**src/rtl/etap_tap_ctrl_if.sv**
```systemverilog
// JTAG pin / DR-mux side signals of the EJTAG TAP controller.
// The master modport is the TAP controller.
// The slave modport is the pin driver and DR mux around it.
interface etap_tap_ctrl_if #(
    parameter int IR_W = 5
);
    logic            tms;
    logic            tdi;
    logic            tdo;
    logic            tdo_oe;
    logic            dr_tdo;
    logic [3:0]      sel;
    logic            capture_dr;
    logic            shift_dr;
    logic            clk_dr;
    logic            update_dr;
    logic [3:0]      tap_state;
    logic [IR_W-1:0] ir_value;
    logic            tlr;

    modport master (
        input  tms, tdi, dr_tdo,
        output tdo, tdo_oe, sel, capture_dr, shift_dr, clk_dr, update_dr,
               tap_state, ir_value, tlr
    );

    modport slave (
        output tms, tdi, dr_tdo,
        input  tdo, tdo_oe, sel, capture_dr, shift_dr, clk_dr, update_dr,
               tap_state, ir_value, tlr
    );
endinterface

```
**src/rtl/etap_tap_ctrl.sv**
```systemverilog
// IEEE 1149.1 TAP state machine with a 5-bit EJTAG instruction register.
// It decodes the instruction into the DR-mux select and sequences the DR strobes.
// Everything runs in the tck domain.
module etap_tap_ctrl #(
    parameter int              IR_W       = 5,
    parameter logic [IR_W-1:0] IR_CAPTURE = 5'b00001,
    parameter logic [IR_W-1:0] IR_RESET   = 5'h01
) (
    input  logic           tck,
    input  logic           trst_n,
    etap_tap_ctrl_if.master bus
);

    typedef enum logic [3:0] {
        TLR    = 4'hF,
        RTI    = 4'hC,
        SEL_DR = 4'h7,
        CAP_DR = 4'h6,
        SH_DR  = 4'h2,
        EX1_DR = 4'h1,
        PAU_DR = 4'h3,
        EX2_DR = 4'h0,
        UPD_DR = 4'h5,
        SEL_IR = 4'h4,
        CAP_IR = 4'hE,
        SH_IR  = 4'hA,
        EX1_IR = 4'h9,
        PAU_IR = 4'hB,
        EX2_IR = 4'h8,
        UPD_IR = 4'hD
    } tap_state_t;

    tap_state_t      state_reg;
    logic [IR_W-1:0] ir_shift_reg;
    logic [IR_W-1:0] ir_value_reg;
    logic [3:0]      sel_reg;

    // Standard TAP transition table; tms=1 five times always lands in TLR.
    function automatic tap_state_t next_state(input tap_state_t s, input logic t);
        tap_state_t n;
        case (s)
            TLR:    n = t ? TLR    : RTI;
            RTI:    n = t ? SEL_DR : RTI;
            SEL_DR: n = t ? SEL_IR : CAP_DR;
            CAP_DR: n = t ? EX1_DR : SH_DR;
            SH_DR:  n = t ? EX1_DR : SH_DR;
            EX1_DR: n = t ? UPD_DR : PAU_DR;
            PAU_DR: n = t ? EX2_DR : PAU_DR;
            EX2_DR: n = t ? UPD_DR : SH_DR;
            UPD_DR: n = t ? SEL_DR : RTI;
            SEL_IR: n = t ? TLR    : CAP_IR;
            CAP_IR: n = t ? EX1_IR : SH_IR;
            SH_IR:  n = t ? EX1_IR : SH_IR;
            EX1_IR: n = t ? UPD_IR : PAU_IR;
            PAU_IR: n = t ? EX2_IR : PAU_IR;
            EX2_IR: n = t ? UPD_IR : SH_IR;
            UPD_IR: n = t ? SEL_DR : RTI;
            default: n = TLR;
        endcase
        return n;
    endfunction

    // Instruction code to DR-mux index; anything unrecognised selects BYPASS.
    function automatic logic [3:0] decode_sel(input logic [IR_W-1:0] ir);
        logic [3:0] s;
        case (ir)
            IR_W'(5'h01): s = 4'd0;   // IDCODE
            IR_W'(5'h03): s = 4'd1;   // IMPCODE
            IR_W'(5'h08): s = 4'd2;   // ADDRESS
            IR_W'(5'h09): s = 4'd3;   // DATA
            IR_W'(5'h0A): s = 4'd4;   // CONTROL
            IR_W'(5'h0C): s = 4'd5;   // EJTAGBOOT
            IR_W'(5'h02): s = 4'd6;   // SAMPLE_PRELOAD
            default:      s = 4'd7;   // BYPASS
        endcase
        return s;
    endfunction

    // TAP state, IR shift stage, and the committed instruction with its decoded select.
    always_ff @(posedge tck or negedge trst_n) begin
        if (!trst_n) begin
            state_reg    <= TLR;
            ir_shift_reg <= '0;
            ir_value_reg <= IR_RESET;
            sel_reg      <= decode_sel(IR_RESET);
        end else begin
            state_reg <= next_state(state_reg, bus.tms);
            case (state_reg)
                TLR: begin
                    ir_value_reg <= IR_RESET;
                    sel_reg      <= decode_sel(IR_RESET);
                end
                CAP_IR: ir_shift_reg <= IR_CAPTURE;
                SH_IR:  ir_shift_reg <= {bus.tdi, ir_shift_reg[IR_W-1:1]};
                UPD_IR: begin
                    // Commit on the edge leaving UPD_IR; sel follows in the same edge.
                    ir_value_reg <= ir_shift_reg;
                    sel_reg      <= decode_sel(ir_shift_reg);
                end
                default: ;
            endcase
        end
    end

    // Strobes and tdo decode from the state register only, so tms has no combinational path to them.
    assign bus.capture_dr = (state_reg == CAP_DR);
    assign bus.shift_dr   = (state_reg == SH_DR);
    assign bus.update_dr  = (state_reg == UPD_DR);
    assign bus.clk_dr     = (state_reg == CAP_DR) || (state_reg == SH_DR);
    assign bus.tlr        = (state_reg == TLR);
    assign bus.tdo_oe     = (state_reg == SH_IR) || (state_reg == SH_DR);
    assign bus.tdo        = (state_reg == SH_IR) ? ir_shift_reg[0] :
                            (state_reg == SH_DR) ? bus.dr_tdo      : 1'b0;
    assign bus.tap_state  = state_reg;
    assign bus.ir_value   = ir_value_reg;
    assign bus.sel        = sel_reg;

endmodule

```
**src/flat_wrapper.sv**
```systemverilog
// flat-port wrapper written by rule: the top's interface ports become plain ports
module etap_tap_ctrl_flat 
#(
    parameter int              IR_W       = 5,
    parameter logic [IR_W-1:0] IR_CAPTURE = 5'b00001,
    parameter logic [IR_W-1:0] IR_RESET   = 5'h01
)
  (tck, trst_n, bus_tms, bus_tdi, bus_dr_tdo, bus_tdo, bus_tdo_oe, bus_sel, bus_capture_dr, bus_shift_dr, bus_clk_dr, bus_update_dr, bus_tap_state, bus_ir_value, bus_tlr);
  etap_tap_ctrl_if #(.IR_W(IR_W)) bus_i ();
  input  logic tck;
  input  logic trst_n;
  input wire logic [$bits(bus_i.tms)-1:0] bus_tms;
  input wire logic [$bits(bus_i.tdi)-1:0] bus_tdi;
  input wire logic [$bits(bus_i.dr_tdo)-1:0] bus_dr_tdo;
  output wire logic [$bits(bus_i.tdo)-1:0] bus_tdo;
  output wire logic [$bits(bus_i.tdo_oe)-1:0] bus_tdo_oe;
  output wire logic [$bits(bus_i.sel)-1:0] bus_sel;
  output wire logic [$bits(bus_i.capture_dr)-1:0] bus_capture_dr;
  output wire logic [$bits(bus_i.shift_dr)-1:0] bus_shift_dr;
  output wire logic [$bits(bus_i.clk_dr)-1:0] bus_clk_dr;
  output wire logic [$bits(bus_i.update_dr)-1:0] bus_update_dr;
  output wire logic [$bits(bus_i.tap_state)-1:0] bus_tap_state;
  output wire logic [$bits(bus_i.ir_value)-1:0] bus_ir_value;
  output wire logic [$bits(bus_i.tlr)-1:0] bus_tlr;
  assign bus_i.tms = bus_tms;
  assign bus_i.tdi = bus_tdi;
  assign bus_i.dr_tdo = bus_dr_tdo;
  assign bus_tdo = bus_i.tdo;
  assign bus_tdo_oe = bus_i.tdo_oe;
  assign bus_sel = bus_i.sel;
  assign bus_capture_dr = bus_i.capture_dr;
  assign bus_shift_dr = bus_i.shift_dr;
  assign bus_clk_dr = bus_i.clk_dr;
  assign bus_update_dr = bus_i.update_dr;
  assign bus_tap_state = bus_i.tap_state;
  assign bus_ir_value = bus_i.ir_value;
  assign bus_tlr = bus_i.tlr;
  etap_tap_ctrl #(.IR_W(IR_W), .IR_CAPTURE(IR_CAPTURE), .IR_RESET(IR_RESET)) u_core (.tck(tck), .trst_n(trst_n), .bus(bus_i));
endmodule
```
**config.mk**
```make
export PLATFORM = sky130hd
export DESIGN_NAME = etap_tap_ctrl_flat
export DESIGN_NICKNAME = d
export VERILOG_FILES = /design/src/rtl/etap_tap_ctrl_if.sv /design/src/rtl/etap_tap_ctrl.sv /design/src/flat_wrapper.sv
export SDC_FILE = /design/constraint.sdc
export NUM_CORES = 1
export LEC_CHECK = 0
export ABC_AREA = 0
export CORE_MARGIN = 4
export CORE_UTILIZATION = 40
export DETAILED_ROUTE_END_ITERATION = 8
export PLACE_DENSITY = 0.7
export REMOVE_ABC_BUFFERS = 1
export SETUP_SLACK_MARGIN = 0.2
export SYNTH_ARGS = -nofsm -noshare
export SYNTH_HDL_FRONTEND = slang
export SYNTH_SLANG_ARGS = --single-unit
```
**constraint.sdc**
```tcl
create_clock -name tck -period 2.3 [get_ports tck]
set_input_delay 0.23 -clock tck [delete_from_list [all_inputs] [get_ports tck]]
set_output_delay 0.23 -clock tck [all_outputs]
set_load 0.05 [all_outputs]
```
==> flow_metrics.env <==
export IMPL_grt_pass1_vias=701
export IMPL_antenna_cells=0
export IMPL_antenna_found_initial=0
export IMPL_io_pins=25
export IMPL_coreArea_mm2=0.002022
export IMPL_status="complete, no violations"
export IMPL_crit_path_max_fanout=12
export IMPL_path_buf_inv=1
export IMPL_grt_overflow=0
export IMPL_cts_buffers=3
export IMPL_synth_warnings=0
export IMPL_holdWs_ps=375.9
export IMPL_fillers=190
export IMPL_finalCritPeriodShare=0.8847
export IMPL_crit_arrival_ps=1800
export IMPL_fin_worst_skew_ps=4.643
export IMPL_crit_chain="clkdlybuf4s50_1"
export IMPL_finalNetCount=123
export IMPL_maxSlewViolCount=0
export IMPL_synthFlopType="dfrtp_1"
export IMPL_finalHoldViolCount=0
export IMPL_gp_congestion=0.7342
export IMPL_syn_area_um2=874.6
export IMPL_relSlewSlack=0.4923
export IMPL_stdcell_count=144
export IMPL_cpPeakStageDelay_ps=840
export IMPL_report_final_setup_viol=0
export IMPL_syn_to_final_growth_pct=29.18
export IMPL_reg2reg_from="u_core.bus.tap_state[3]"
export IMPL_synthArstFlopShare=1.000
export IMPL_initial_utilization=0.4325
export IMPL_r2r_end="u_core.bus.sel[1]"
export IMPL_hold_class="input pin to async pin"
export IMPL_grt_start_max_net_pins=18
export IMPL_ys_types=31
export IMPL_crit_family="buffers and inverters"
export IMPL_wl_um=1902
export IMPL_cp_start_kind="flip-flop"
export IMPL_synth_edf_count=0
export IMPL_grt_pass1_wl_um=3091
export IMPL_fin_crit_ps=2035
export IMPL_clockRootBuffer="clkbuf_4"
export IMPL_die_h_um=54.76
export IMPL_worstMarginPinSlew_ps=759.2
export IMPL_postSynthCellCount=95
export IMPL_worstRegToRegCells=2
export IMPL_clk_pin_slew_ps=100
export IMPL_cts_tree="done"
export IMPL_vias=715
export IMPL_die_area_mm2=0.002999
export IMPL_dp_cells=140
export IMPL_ys_seq_area_frac=0.4936
export IMPL_cp_slowest_cell="clkdlybuf4s50_1"
export IMPL_gr_usage_all_layers=0.1491
export IMPL_wl_per_cell_um=13.21
export IMPL_max_freq_mhz=491.5
export IMPL_portBuffers=23
export IMPL_dp_hpwl_um=1412
export IMPL_final_cell_mix="nand2_1, clkdlybuf4s50_1, o21ai_0, dfrtp_1, nor2_1"
export IMPL_end_kind="output port"
export IMPL_cts_buffer_depth=2
export IMPL_cp_data_required_time_ps=2070
export IMPL_finalSetupTns_ps=0
export IMPL_avgSynthCellArea_um2=9.206
export IMPL_clk_latency_ps=290
export IMPL_r2r_setup_slack_ps=800
export IMPL_synth_seq_cells=17
export IMPL_dieWidth_um=54.76
export IMPL_cap_violations=0
export IMPL_critPathKind="flip-flop to output port"
export IMPL_first_pass_iters=3
export IMPL_drc=0
export IMPL_first_iter_violations=5
export IMPL_drive_gt1_frac=0.1368
export IMPL_detail_route_antenna_nets=0
export IMPL_htreeDepth=1
export IMPL_clock_sinks=17
export IMPL_final_common_cell="nand2_1"
export IMPL_routed_via_density=4.965
export IMPL_rsz0062_at_grt="false"
export IMPL_row_count=16
[routing by layer]
layer	part of all wire	vias to the layer above	track usage
met2	0.52	12	0.2559
li1	-	373	-
met4	0.029	0	0.09959
met3	0.031	5	0.02180
met1	0.42	325	0.1686
met5	0	-	0
[stage by stage]
stage | setup slack [ps] | cell area (um2) | utilization
CTS | 214.7 | 1126 | 0.5569
detailed placement | 314.9 | 1104 | 0.5458
global route | 207.1 | 1130 | 0.5588
finish | 265.3 | 1130 | 0.5588
global placement | 376.4 | 1104 | 0.5458
floorplan | -39.55 | 842.1 | -
[cell type report]
cell class	count	area [um2]	share of cell area
clock buffer	4	26.28	0.02326
sequential	17	431.7	0.3821
inverter	1	3.754	0.003322
timing repair buffer	24	227.7	0.2016
multi-input combinational	71	406.6	0.3599
tap	27	33.78	0.02990
[cell usage after synthesis (2+ instances only)]
cell	number	area (um2)
nand2_1	20	75.07
nor4b_1	3	26.28
dfstp_2	5	131.4
nand2b_1	5	31.28
nor3_1	3	15.01
dfrtp_1	12	300.3
o31ai_1	2	15.01
o21ai_0	12	60.06
buf_2	5	25.02
a21oi_1	2	10.01
nor2_1	6	22.52
[cell families after synthesis]
kind of cell	count (synthesis)	share of synthesized area
and+or+nand+nor	46	0.2790
AOI/OAI and AO/OA	21	0.1474
DFF	17	0.4936
buffers and inverters	7	0.04148
muxes	2	0.02432
xor gates and xnor gates	1	0.01002
other	1	0.004288
[timing repair]
item                       4_1_cts  5_1_grt
gates cloned                     0        0
gates resized for setup          3        2
setup endpoints to repair        3        2
hold buffers                     0        0
setup buffers                    0        0
[worst max-delay path by stage]
| stage | start | endpoint | slack (ps) | cells after the start |
|---|---|---|---|---|
| finish | u_core.bus.tap_state[3] | bus_tap_state[3] | 270 | 1 |
| detailed placement | u_core.bus.tap_state[1] | bus_shift_dr | 310 | 3 |
| floorplan | u_core.bus.tap_state[1] | bus_capture_dr | -40 | 3 |
| global placement | u_core.bus.tap_state[1] | bus_shift_dr | 380 | 3 |
| CTS | u_core.bus.tap_state[1] | bus_tap_state[1] | 210 | 1 |
| global route | u_core.bus.tap_state[2] | bus_tap_state[2] | 210 | 1 |
Power is not shown: default switching activity piles up to over one toggle a cycle in this logic, so the estimate is an artifact.
